## config.mk

```make
export PLATFORM = sky130hd
export DESIGN_NAME = ac97_receiver
export DESIGN_NICKNAME = d
export VERILOG_FILES = /design/src/rtl/ac97_receiver.sv
export SDC_FILE = /design/constraint.sdc
export NUM_CORES = 1
export LEC_CHECK = 0
export ABC_CLOCK_PERIOD_IN_PS = 5900
export CORE_MARGIN = 1
export CORE_UTILIZATION = 45
export CTS_CLUSTER_SIZE = 25
export DETAILED_ROUTE_END_ITERATION = 12
export HOLD_SLACK_MARGIN = 0.06
export PLACE_DENSITY = 0.71
export SLEW_MARGIN = 0
export SYNTH_ARGS = -nofsm -noshare
export SYNTH_HDL_FRONTEND = slang
export SYNTH_SLANG_ARGS = --single-unit
```

## constraint.sdc

```tcl
create_clock -name bit_clk -period 5.9 [get_ports bit_clk]
set_clock_uncertainty 0.1 [all_clocks]
set_input_delay 1.18 -clock bit_clk [delete_from_list [all_inputs] [get_ports bit_clk]]
set_output_delay 1.18 -clock bit_clk [all_outputs]
set_load 0.1 [all_outputs]
```

## src/rtl/ac97_receiver.sv

```systemverilog
// AC'97 serial input decoder: aligns to the frame sync, captures the tag,
// the codec status register pair (slots 1/2) and the left/right PCM pair
// (slots 3/4), and forwards PCM samples to a FIFO with overflow accounting.
module ac97_receiver #(
  parameter int OVF_W = 8
) (
  input  logic             bit_clk,
  input  logic             system_reset,
  input  logic             sync,
  input  logic             sdata_in,
  output logic [39:0]      sample_fifo_din,
  output logic             sample_fifo_wr_en,
  input  logic             sample_fifo_full,
  output logic [6:0]       status_addr,
  output logic [15:0]      status_data,
  output logic             status_valid,
  output logic             codec_ready,
  output logic             locked,
  output logic             frame_error,
  output logic [OVF_W-1:0] overflow_count
);

  typedef enum logic [1:0] {HUNT, TAG, SLOTS} state_t;

  localparam logic [OVF_W-1:0] OVF_MAX = '1;

  state_t           state_q, state_d;
  logic [7:0]       bit_cnt_q, bit_cnt_d;
  logic             sync_prev_q, sync_prev_d;
  logic [38:0]      shift_q, shift_d;
  logic [3:0]       slot_valid_q, slot_valid_d;
  logic             codec_ready_q, codec_ready_d;
  logic             locked_q, locked_d;
  logic             frame_error_q, frame_error_d;
  logic             status_valid_q, status_valid_d;
  logic [6:0]       status_addr_q, status_addr_d;
  logic [15:0]      status_data_q, status_data_d;
  logic [39:0]      din_q, din_d;
  logic             wr_en_q, wr_en_d;
  logic [OVF_W-1:0] ovf_q, ovf_d;

  logic             sync_rise;
  logic [39:0]      shift_next;

  assign sync_rise  = sync & ~sync_prev_q;
  assign shift_next = {shift_q, sdata_in};

  // Next-state: frame alignment, bit sampling and slot extraction at fixed bit positions
  always_comb begin
    state_d        = state_q;
    bit_cnt_d      = bit_cnt_q;
    sync_prev_d    = sync;
    shift_d        = shift_q;
    slot_valid_d   = slot_valid_q;
    codec_ready_d  = codec_ready_q;
    locked_d       = locked_q;
    frame_error_d  = 1'b0;
    status_valid_d = 1'b0;
    status_addr_d  = status_addr_q;
    status_data_d  = status_data_q;
    din_d          = din_q;
    wr_en_d        = 1'b0;
    ovf_d          = ovf_q;
    case (state_q)
      HUNT: begin
        if (sync_rise) begin
          state_d   = TAG;
          bit_cnt_d = 8'd0;
        end
      end
      TAG, SLOTS: begin
        shift_d   = shift_next[38:0];
        bit_cnt_d = bit_cnt_q + 8'd1;
        if (sync_rise) begin
          state_d   = TAG;
          bit_cnt_d = 8'd0;
          if (bit_cnt_q == 8'd255) begin
            locked_d = 1'b1;
          end else begin
            frame_error_d = 1'b1;
            locked_d      = 1'b0;
          end
        end else if (state_q == TAG) begin
          if (bit_cnt_q == 8'd15) begin
            state_d       = SLOTS;
            codec_ready_d = shift_next[15];
            slot_valid_d  = shift_next[14:11];
          end
        end else begin
          if (bit_cnt_q == 8'd255) begin
            state_d  = HUNT;
            locked_d = 1'b0;
          end
          if (bit_cnt_q == 8'd55 && slot_valid_q[3] && slot_valid_q[2]) begin
            status_valid_d = 1'b1;
            status_addr_d  = shift_next[38:32];
            status_data_d  = shift_next[19:4];
          end
          if (bit_cnt_q == 8'd95 && slot_valid_q[1] && slot_valid_q[0]) begin
            din_d = shift_next;
            if (sample_fifo_full) begin
              if (ovf_q != OVF_MAX) ovf_d = ovf_q + OVF_W'(1);
            end else begin
              wr_en_d = 1'b1;
            end
          end
        end
      end
      default: state_d = HUNT;
    endcase
  end

  // State and registered outputs, cleared asynchronously by system_reset
  always_ff @(posedge bit_clk or posedge system_reset) begin
    if (system_reset) begin
      state_q        <= HUNT;
      bit_cnt_q      <= '0;
      sync_prev_q    <= 1'b0;
      shift_q        <= '0;
      slot_valid_q   <= '0;
      codec_ready_q  <= 1'b0;
      locked_q       <= 1'b0;
      frame_error_q  <= 1'b0;
      status_valid_q <= 1'b0;
      status_addr_q  <= '0;
      status_data_q  <= '0;
      din_q          <= '0;
      wr_en_q        <= 1'b0;
      ovf_q          <= '0;
    end else begin
      state_q        <= state_d;
      bit_cnt_q      <= bit_cnt_d;
      sync_prev_q    <= sync_prev_d;
      shift_q        <= shift_d;
      slot_valid_q   <= slot_valid_d;
      codec_ready_q  <= codec_ready_d;
      locked_q       <= locked_d;
      frame_error_q  <= frame_error_d;
      status_valid_q <= status_valid_d;
      status_addr_q  <= status_addr_d;
      status_data_q  <= status_data_d;
      din_q          <= din_d;
      wr_en_q        <= wr_en_d;
      ovf_q          <= ovf_d;
    end
  end

  assign sample_fifo_din   = din_q;
  assign sample_fifo_wr_en = wr_en_q;
  assign status_addr       = status_addr_q;
  assign status_data       = status_data_q;
  assign status_valid      = status_valid_q;
  assign codec_ready       = codec_ready_q;
  assign locked            = locked_q;
  assign frame_error       = frame_error_q;
  assign overflow_count    = ovf_q;

endmodule

```

==> results of run 1 <==
[critical path: cells and delay by family]
kind	cells	cell delay, ns
multiplexers	1	0.38
buffers and inverters	2	0.85
AND/OR/NAND/NOR	3	1.33
[registers in the layout, summed over array words and instances (netlist names), 2 cells and up]
| signal | flops |
|---|---|
| slot_valid_q | 4 |
| bit_cnt_q | 8 |
| overflow_count | 8 |
| state_q | 2 |
| shift_q | 39 |
| status_data | 16 |
| status_addr | 7 |
| sample_fifo_din | 40 |
[report_power, final]
part | internal, W | leakage, nW | switching [W]
combinational | 0.000169 | 1.10 | 0.000161
clock | 0.000694 | 0.300 | 0.000370
sequential | 0.000993 | 1.77 | 0.0000892
[cell families (layout without fill, tap and decap cells)]
| family | Yosys count | count (layout) | share of synthesized area (%) |
|---|---|---|---|
| buffers and inverters | 21 | 121 | 2.004 |
| AND/OR/NAND/NOR | 68 | 68 | 6.942 |
| adder cells (fa/ha/maj) | 5 | 5 | 1.193 |
| flip-flops | 130 | 130 | 62.02 |
| AO/OA/AOI/OAI | 21 | 21 | 2.672 |
| XOR/XNOR | 6 | 6 | 1.002 |
| multiplexers | 111 | 111 | 24.16 |
[cell type report]
class,count,area share [%]
Sequential cell,130,47.89
Multi-Input combinational cell,211,27.96
Timing Repair Buffer,85,12.34
Clock buffer,22,6.981
Tap cell,143,2.634
Clock inverter,10,1.934
Inverter,4,0.2579
[per-layer routing]
metal | wire (um) | vias up | global-route usage, % | part of all wire (%)
li1 | - | 1477 | - | -
met1 | 4588 | 1643 | 24.90 | 46
met2 | 4535 | 85 | 26.34 | 46
met3 | 711 | 10 | 7.943 | 7.1
met4 | 110 | 0 | 6.857 | 1.1
met5 | 0 | - | 0 | 0
[cells in the final DEF, fill, tap and decap left out, types with 5 or more instances in the layout]
cell                              netlist  final
sky130_fd_sc_hd__dfrtp_1              130    130
sky130_fd_sc_hd__mux2_2               103    103
sky130_fd_sc_hd__clkdlybuf4s50_1        0     80
sky130_fd_sc_hd__clkbuf_16              0     17
sky130_fd_sc_hd__nand2_1               14     14
sky130_fd_sc_hd__nand3_1               12     12
sky130_fd_sc_hd__nor2_1                10      8
sky130_fd_sc_hd__o21ai_0                8      8
sky130_fd_sc_hd__nor3_1                 6      6
sky130_fd_sc_hd__xor2_1                 6      6
sky130_fd_sc_hd__nand2b_1               5      5
sky130_fd_sc_hd__nor4_1                 5      5
sky130_fd_sc_hd__mux2_4                 5      5
sky130_fd_sc_hd__clkinv_2               0      5
sky130_fd_sc_hd__buf_4                  0      5
[through the flow]
step	instances	area, um2	utilization [%]
2_1_floorplan	362	5245	-
3_3_place_gp	573	6187	54.42
3_5_place_dp	573	6187	54.42
4_1_cts	605	6793	59.74
5_1_grt	605	6793	59.74
6_report	605	6793	59.74
[how the worst min path moves through the flow]
stage | start | end | cells past startpoint
after global placement | sample_fifo_din[32] | sample_fifo_din[32] | 1
after detailed placement | sample_fifo_din[32] | sample_fifo_din[32] | 1
final | sample_fifo_din[32] | sample_fifo_din[32] | 1
after floorplan | slot_valid_q[3] | slot_valid_q[3] | 1
after global routing | sample_fifo_din[6] | sample_fifo_din[6] | 1
after CTS | sample_fifo_din[32] | sample_fifo_din[32] | 1
==> results, run 1 <==
- Global routing consumed, over all layers together, 18.47% of the routing resources.
- Fill cells in the final layout number 939.
- The via count of the first global-routing pass is 3250.
- The synthesis-stage register bit count is 130.
- In this run the worst setup path begins at sync.
- The power per cell area is 364.4 nW/um2.
- The number of DRC markers in iteration 0 is 127.
- Once detail routing completed, the nets flagged for antenna violations numbered 0.
- 81 I/O pins were placed.
- The die is 110.0 um tall.
- Counting flops with a built-in enable in the synthesized netlist gives 0.
- The relative slew slack is 32.35%.
- Timing would allow up to 281.6 MHz.
- Clock-pin slew was measured on the worst setup and hold paths at 0.05 ns.
- Summed over all nets, the half-perimeter wirelength after detailed placement is 6337 um.
- The routability-driven placement congestion ratio is 0.7999.
- The number of cells on the worst reg-to-reg path is 6.
- The average instance in the mapped netlist occupies 14.49 um2.
- The worst register-to-register path ends at sample_fifo_din[4].
- The post-route fraction of the period consumed by the critical path is 60.20%.
- Setup slack closes at 2.348 ns.
- The sequential area share after synthesis is 62.02%.
- After detailed routing, the number of remaining DRC violations is 0.
- The vias per cell is 5.314.
- Synthesis handed over a netlist of 362 instances.
- The top cell type by total area after synthesis is sky130_fd_sc_hd__dfrtp_1.
- Final hold analysis gives a worst-case slack of 0.3917 ns.
- The die outline width is 110.0 um.
- The cell area after synthesis is 5245 um2.
- The first global-routing pass estimated 16460 um of wire.
- At the end of the flow, the number of nets in the layout was 459.
- STA classifies the critical path endpoint as a flop.
- The clock drives 130 sinks.
- The library cell with the highest instance count after synthesis is sky130_fd_sc_hd__dfrtp_1.
- Subtracting the final worst setup slack from the clock period gives 3.552 ns.
- The worst setup path is of the in -> reg kind.
- The endpoint of the most critical setup path is sample_fifo_din[4].
- Setup repair after global routing left no endpoint under its margin.
- The static power due to leakage is 3.174 nW.
- After detailed routing, the total wire length is 9946 um.
- The largest buffer count on any clock path is 2.
- In this run the register-to-register setup slack is 3.01 ns.
- The post-route netlist has 32.25% of its cells at a drive strength greater than 1.
- The effective utilization at floorplan is 46.13%.
- The floorplan has 39 rows.
- On the critical path, the stage with the largest delay is an instance of sky130_fd_sc_hd__nor2_4.
- The total clock buffers created by CTS is 17.
- At the later pin of the worst-skew pair, clock insertion delay measures 0.42 ns.
- The number of nets in the synthesized netlist is 372.
- In the synthesized netlist the async set-or-reset flop fraction comes to 100.0%.
- The overall power after layout is 0.002476 W.
- The number of antenna diodes in the final layout is 0.
- The largest single stage delay on the critical path is 0.62 ns.
- The total congestion overflow is 0.
- For the pin with the worst max-slew slack, the measured transition is 1.012 ns.
- Walking the worst path, the cells encountered are clkdlybuf4s50_1 > nand2b_1 > nand4_1 > nor2_4 > buf_4 > mux2_2.
- The initial antenna violation count was 0.
- TritonCTS built the clock tree.
- Data on the critical path is required at its endpoint by 6.10 ns.
- The deepest level of the CTS H-tree is 4.
- The buffer type at the clock tree root is sky130_fd_sc_hd__clkbuf_16.
- The die footprint is 12090 um2.
- Dividing the detail-routed wire length by the instance count gives 16.44 um.
- Detailed routing inserted a total of 3215 vias.
- The number of hold-slack violations in the final timing report is 0.
- The number of hold buffers added after cts is 0.
- The flow ran to the end, and the final reports show no timing, DRC or antenna violations.
- The total setup buffers inserted after CTS is 0.
- Counting distinct cell types in the post-synthesis netlist gives 38.
- Ranked by instance count, the synthesized netlist is headed by sky130_fd_sc_hd__dfrtp_1, sky130_fd_sc_hd__mux2_2, sky130_fd_sc_hd__nand2_1.
- In the final timing run, aggregate negative setup slack is 0 ns.
- By area the synthesized netlist is led by sky130_fd_sc_hd__dfrtp_1, sky130_fd_sc_hd__mux2_2, sky130_fd_sc_hd__mux2_4, sky130_fd_sc_hd__ha_1, sky130_fd_sc_hd__nand3_1.
- The total of warnings raised by yosys is 0.
- The number of pins exceeding their max-slew limit in the final report is 0.
- In this run the standard cell core region covers 11370 um2.
- The multi-input combinational cells in the finished layout cover a total of 1899 um2.
- The pin count of the biggest net entering global routing is 58.
- The worst hold-check path type is reg -> reg.
- The layout overhead on the synthesized area is 29.51%.
- The number of port buffers is 80.
- Of the post-synthesis cell area, the dominant cell type holds 62.02%.
- The nature of the critical path startpoint is a primary input.
- Setup violations remaining at the end of the flow were counted as 0.
- Before antenna repair, the detailed router went through 4 iterations.
- The worst setup slack after placement is 1.901 ns.
- The worst-case IR drop observed on VDD is 263.2 uV.
- The signal arrival time at the worst endpoint is 3.75 ns.
- The total of cells resized after clock tree synthesis is 0.
- The number of maximum-capacitance constraint violations is 0.
- Across the whole layout, storage elements account for 3253 um2.
- The start of the worst register-to-register path is bit_cnt_q[0].
- In this run the worst path has a maximum fanout of 21.
- The most used flip-flop cell after synthesis is sky130_fd_sc_hd__dfrtp_1.
(Power assumes the default switching activity.)
==> inputs of run 2 (changes only) <==
--- a/config.mk
+++ b/config.mk
@@ -5,7 +5,7 @@
 export SDC_FILE = /design/constraint.sdc
 export NUM_CORES = 1
 export LEC_CHECK = 0
-export ABC_CLOCK_PERIOD_IN_PS = 5900
+export ABC_CLOCK_PERIOD_IN_PS = 3500
 export CORE_MARGIN = 1
 export CORE_UTILIZATION = 45
 export CTS_CLUSTER_SIZE = 25
==> constraint.sdc (replaced) <==
create_clock -name bit_clk -period 3.5 [get_ports bit_clk]
set_clock_uncertainty 0.1 [all_clocks]
set_input_delay 0.7 -clock bit_clk [delete_from_list [all_inputs] [get_ports bit_clk]]
set_output_delay 0.7 -clock bit_clk [all_outputs]
set_load 0.1 [all_outputs]
==> run 2 against run 1 <==
Global-route usage shrank 0.10 points. Critical endpoint is now status_data[1]. Via count grew 0.75%. Clock power grew 66%. Sequential power grew 69%. Highest routed layer unchanged. Power grew 68%. Die area is the same. Sequential share of layout area grew 0.64 points. Setup slack lost 1.6 ns. Critical path depth shrank 5. Largest cell class unchanged. Combinational power grew 75%.
==> results, run 2 (synthesis gave the netlist of run 1 again) <==
- For this design the ratio of total power to cell area is 621.4 nW/um2.
- The buffer type at the clock tree root is sky130_fd_sc_hd__clkbuf_16.
- The peak supply drop is 314.2 uV.
- The per-cell routed wire length is 16.37 um.
- The via count of the first global-routing pass is 3268.
- The initial antenna violation count is 0.
- At the end of routability-driven placement, the weighted congestion stood at 0.8491.
- Summing all non-filler instances in the final layout gives an area of 6703 um2.
- The total congestion overflow is 0.
- STA puts the critical path data required time at 2.70 ns.
- STA puts the critical path data arrival time at 1.91 ns.
- The register with the most flip-flops in the layout has 40 of them.
- The CTS tree is done.
- The number of hold-slack violations in the final timing report is 0.
- The detailed route wirelength on metal3 is 695 um.
- In the routed layout, each cell is associated on average with a via count of 5.327.
- The number of DRC markers in iteration 0 is 139.
- Once placement finished, the instance area stood at 6101 um2.
- The highest routed metal layer is met4.
- The largest buffer count on any clock path is 2.
- In the detailed route, the total length drawn on met2 is 4727 um.
- The later-pin clock latency in the skew report is 0.41 ns.
- The number of top-level pins is 81.
- The number of detailed-route iterations in the first pass is 4.
- The total area of multi-input combinational cells is 1899 um2.
- The library cells used most frequently in the layout, excluding fill and tap cells, are sky130_fd_sc_hd__dfrtp_1, sky130_fd_sc_hd__mux2_2, sky130_fd_sc_hd__buf_4.
- The detailed router put a total of 4439 um of wire on met1.
- The die height is 110.0 um.
- The global-route wire length before repair is 16540 um.
- For this configuration, the core starts out at a cell density of 46.13%.
- The number of antenna diodes in the final layout is 0.
- In this run the horizontal extent of the chip is 110.0 um.
- The clock-pin slew on the worst setup and hold paths is 0.06 ns.
- The highest clock rate is 369.4 MHz.
- The kind of critical path is reg -> out.
- In this run the tool buffered the top-level ports with 80 buffer cells.
- STA classifies the critical path endpoint as a primary output.
- In this run the tightest slew margin relative to its limit is 33.94%.
- The library cell used most frequently in the layout, excluding fill and tap cells, is sky130_fd_sc_hd__dfrtp_1.
- Setup violations remaining at the end of the flow were counted as 0.
- The count of nets after finishing is 462.
- The wire-length estimate of the detail-placed layout is 6501 um.
- The total of cells resized after clock tree synthesis is 0.
- Traced cell by cell, the critical path runs through clkdlybuf4s50_1.
- The slowest stage cell on the critical path is sky130_fd_sc_hd__clkdlybuf4s50_1.
- The via count is 3239.
- The number of buffers and inverters on the critical path is 1.
- In this run the worst hold path is classified as reg -> reg.
- The number of hold buffers added after cts is 0.
- The overall fraction of global-route tracks in use is 18.37%.
- The fill cell instance count of the final layout is 940.
- The number of pins exceeding their max-slew limit in the final report is 0.
- In this run the register-to-register setup slack is 1.03 ns.
- The total routed wirelength is 9953 um.
- Setup repair after global routing left no endpoint under its margin.
- In the routed design, unresolved DRC markers number 0.
- Across the run, the number of max-cap violations was 0.
- The fraction of layout cells with a size suffix above 1 is 44.09%.
- The total area of sequential cells is 3253 um2.
- For the pin with the worst max-slew slack, the measured transition is 0.9878 ns.
- The core region is 11370 um2.
- The run finished with clean final reports.
- The clock drives 130 sinks.
- The static power due to leakage is 3.292 nW.
- Across all hold checks on the routed design, the worst slack comes to 0.3855 ns.
- Along the worst path, the maximum fanout reaches 2.
- The count of nets left with antenna violations after detail routing is 0.
- The nature of the critical path startpoint is a flop.
- The die footprint is 12090 um2.
- Entering global routing, the biggest net connects 42 pins.
- The final period demand of the worst path is 2.707 ns.
- The count of standard-cell rows is 39.
- The post-route fraction of the period consumed by the critical path is 77.34%.
- The peak per-stage delay on the critical path is 1.14 ns.
- The total setup buffers inserted after CTS is 0.
- The setup TNS after final layout is 0 ns.
- CTS built an H-tree with a depth of 4.
- From synthesis to final layout, the design area changed by 27.79%.
- Counting the buffers created by CTS gives 17.
- Grouping stages by cell kind, the critical path spends the most delay in buffers and inverters.
-- run 2: changes by cell type in the layout (fill, tap and decap cells not counted), sizes merged --
cell | previous run | this run
buf | 5 | 62
clkinvlp | 1 | 4
clkdlybuf4s50 | 80 | 26
bufinv | 3 | 2
clkinv | 6 | 1
clkbuf | 22 | 25
-- run 2: cell type report --
cell class / instances / share of cell area [%]
inverters: 4 / 0.2800
clock inverters: 7 / 1.437
well taps: 143 / 2.669
multi-input cells: 211 / 28.34
flip-flops and latches: 130 / 48.53
clock buffers: 25 / 7.542
repair buffers: 88 / 11.20
-- run 2: per-layer routing --
layer  track usage, %  vias to the layer above
met5                0                        -
met4            7.048                        0
met3            6.935                        9
met2            27.68                       99
met1            24.01                     1647
li1                 -                     1484
-- run 2: stage by stage --
step           utilization [%]  total power, W  setup WS, ns  cells
2_1_floorplan                -        0.002261         1.091    362
3_3_place_gp             53.66        0.002400        0.5060    576
3_5_place_dp             53.66        0.002434        0.4168    576
4_1_cts                  58.95        0.004218        0.7723    608
5_1_grt                  58.95        0.004361        0.7128    608
6_report                 58.95        0.004165        0.7932    608
-- run 2: worst paths after layout --
path / from / to / depth (start not counted)
max in group asynchronous: system_reset / status_data[12] / 3
min in group asynchronous: system_reset / sample_fifo_din[11] / 2
hold / removal: sample_fifo_din[33] / sample_fifo_din[33] / 1
hold reg to reg: sample_fifo_din[33] / sample_fifo_din[33] / 1
setup / recovery: status_data[1] / status_data[1] / 1
setup reg to reg: bit_cnt_q[0] / sample_fifo_din[10] / 6
-- run 2: report_power, final --
part	internal, W	switching (W)	total (W)
logic	0.000296	0.000280	0.000576
clock network	0.00114	0.000618	0.00176
registers	0.00167	0.000151	0.00183
total	0.00312	0.00105	0.00416
==> inputs of run 3 (changes only) <==
--- a/config.mk
+++ b/config.mk
@@ -5,7 +5,7 @@
 export SDC_FILE = /design/constraint.sdc
 export NUM_CORES = 1
 export LEC_CHECK = 0
-export ABC_CLOCK_PERIOD_IN_PS = 3500
+export ABC_CLOCK_PERIOD_IN_PS = 2700
 export CORE_MARGIN = 1
 export CORE_UTILIZATION = 45
 export CTS_CLUSTER_SIZE = 25
==> constraint.sdc (replaced) <==
create_clock -name bit_clk -period 2.7 [get_ports bit_clk]
set_clock_uncertainty 0.1 [all_clocks]
set_input_delay 0.54 -clock bit_clk [delete_from_list [all_inputs] [get_ports bit_clk]]
set_output_delay 0.54 -clock bit_clk [all_outputs]
set_load 0.1 [all_outputs]
==> run 3 against run 2 <==
Critical path depth grew 5. Cell count grew 0.16%. Flip-flop and latch count is the same. Count of clock-buffer cells in the layout shrank 7. Non-clock buffer count grew 2. Clock power grew 35%. Core utilization is essentially flat. Largest cell class unchanged.
==> results, run 3 (synthesis gave the netlist of run 1 again) <==
- The run finished with clean final reports.
- The final period demand of the worst path is 2.369 ns.
- The data required time of the critical path is 2.89 ns.
- After routing the design area is 6700 um2.
- Measured in cells, the most critical reg-to-reg path has a length of 6.
- The biggest fanout along the worst timing path is 5.
- The number of hold buffers added after cts is 0.
- STA classifies the critical path endpoint as a flop.
- Detailed placement finished with a half-perimeter wire length of 6354 um.
- TritonCTS built the clock tree.
- The count of nets left with antenna violations after detail routing is 0.
- The peak per-stage delay on the critical path is 0.43 ns.
- The destination of the worst hold path is locked.
- The signal on the critical path passes through inv_1 > ha_1 > or4b_1 > or3_1 > or2_1 > mux2_4.
- The effective utilization at floorplan is 46.13%.
- The number of flip-flops under the largest register name is 40.
- The clock net in this run drives a total of 130 sinks.
- The signal arrival time at the worst endpoint is 2.56 ns.
- The minimum setup slack among reg-to-reg paths is 0.33 ns.
- The slowest stage cell on the critical path is sky130_fd_sc_hd__or4b_1.
- The clock-pin slew on the worst setup and hold paths is 0.06 ns.
- Leaving out fill and tap cells, the most frequent cells in the layout are sky130_fd_sc_hd__dfrtp_1, sky130_fd_sc_hd__mux2_2, sky130_fd_sc_hd__buf_4.
- The count of nets after finishing is 464.
- The total routed wirelength is 9854 um.
- At the pin with the least slew margin, the transition time is 0.6894 ns.
- Summing all placed instances gives a cell area of 6086 um2.
- The worst pin sits at a relative slew slack of 54.04%.
- Clock latency on the worst-skew pair, taken at its later pin, is 0.41 ns.
- The worst setup path is launched from a flop.
- The die footprint is 12090 um2.
- The total of cells resized after clock tree synthesis is 0.
- The highest clock rate is 422.1 MHz.
- The buffer type at the clock tree root is sky130_fd_sc_hd__clkbuf_16.
- The startpoint identified for the worst hold timing path is locked.
- The fraction of layout cells with a size suffix above 1 is 49.36%.
- Setup repair after global routing left no endpoint under its margin.
- The pre-antenna-repair detailed-routing pass consisted of 4 iterations.
- The power per cell area is 819.5 nW/um2.
- The start of the worst register-to-register path is state_q[1].
- The post-route core utilization is 58.93%.
- Setup total negative slack on the finished layout was measured at 0 ns.
- The count of standard-cell rows is 39.
- The worst hold-check path type is reg -> reg.
- The worst setup path is of the reg -> reg kind.
- The post-route fraction of the period consumed by the critical path is 87.74%.
- The total setup buffers inserted after CTS is 0.
- The initial antenna violation count was 0.
- The die outline width is 110.0 um.
- The vias per cell is 5.312.
- The number of hold-slack violations in the final timing report is 0.
- The deepest level of the CTS H-tree is 4.
- The total congestion overflow is 0.
- Along the worst hold path, the cell count comes to 1.
- For this design the top-level I/O count stands at 81.
- For this run, design rule violations remaining after detail routing come to 0.
- Leaving out fill and tap cells, the most frequent cell in the layout is sky130_fd_sc_hd__dfrtp_1.
- For this block, the initial DRC count from the detailed router was 115.
- VDD sags by at most 527.3 uV.
- Measured along the y axis, the die boundary spans 110.0 um.
- The routability-driven placement congestion ratio is 0.8354.
- The tool flagged a number of max-cap violations equal to 0.
- The largest buffer count on any clock path is 2.
- The total clock buffers created by CTS is 17.
- The static power due to leakage is 3.347 nW.
- Summing over every cut layer, the via total after detailed routing is 3235.
- The layout overhead on the synthesized area is 27.74%.
- The number of port buffers is 80.
- The overall fraction of global-route tracks in use is 17.71%.
- The pin count of the biggest net entering global routing is 131.
- The global-route wire length before repair is 16100 um.
- The total of endpoints with negative setup slack in the final report is 0.
- The number of pins exceeding their max-slew limit in the final report is 0.
- The number of antenna diodes in the final layout is 0.
- The layout has 921 filler cells.
- The endpoint identified for the worst register-to-register timing path is slot_valid_q[1].
- The via count of the first global-routing pass is 3278.
- In the final routed layout, each cell accounts on average for 16.18 um.
- The area of the core region is 11370 um2.
==> run 3: cell types whose count changed in the layout (fill, tap and decap cells not counted), sizes merged <==
cell	previous run	this run
clkbuf	25	18
clkinvlp	4	6
clkinv	1	3
bufinv	2	4
buf	62	86
clkdlybuf4s50	26	4
==> run 3: final cells by class <==
type	instances	area [um2]	area share, %
sequential	130	3253	48.55
timing repair buffer	90	735.7	10.98
clock buffer	18	429.2	6.405
multi-input combinational	211	1899	28.35
clock inverter	13	185.2	2.764
tap	143	178.9	2.670
inverter	4	18.77	0.2801
==> run 3: how the worst max path moves through the flow <==
stage / cells past startpoint / startpoint / slack [ns] / to
after floorplan: 5 / overflow_count[0] / 0.31 / overflow_count[1]
after global routing: 6 / state_q[1] / 0.23 / codec_ready
after global placement: 7 / sync / 0.37 / status_data[4]
final: 6 / state_q[1] / 0.33 / slot_valid_q[1]
after detailed placement: 7 / sync / 0.34 / status_data[9]
after CTS: 6 / state_q[1] / 0.33 / codec_ready
==> run 3: where the power goes <==
| group | internal (W) | total, W | switching [W] |
|---|---|---|---|
| Clock | 0.00154 | 0.00237 | 0.000829 |
| Combinational | 0.000388 | 0.000755 | 0.000367 |
| Sequential | 0.00217 | 0.00237 | 0.000199 |
==> run 3: per-layer routing <==
metal / GRT usage (%) / up-vias / share of wire (%) / wire [um]
met3: 6.046 / 16 / 6.0 / 596
li1: - / 1491 / - / -
met4: 7.619 / 0 / 1.6 / 158
met5: 0 / - / 0 / 0
met1: 22.30 / 1644 / 45 / 4427
met2: 27.72 / 84 / 47 / 4672
==> run 3: worst max-delay path, delay by kind of cell (launching register included) <==
family	cells	cell delay (ns)
buffers and inverters	1	0.09
muxes	1	0.33
and+or+nand+nor	3	1.15
adders and majority gates	1	0.18
DFF	1	0.39
==> run 3: through the flow <==
stage / setup WS [ns] / power (W) / hold WS (ns) / instances
floorplan: 0.3144 / 0.002931 / 0.3732 / 362
global placement: 0.3744 / 0.003122 / 0.3730 / 578
detailed placement: 0.3433 / 0.003170 / 0.3849 / 578
CTS: 0.3328 / 0.005562 / 0.3976 / 609
global route: 0.2312 / 0.005732 / 0.4021 / 609
finish: 0.3309 / 0.005491 / 0.3969 / 609
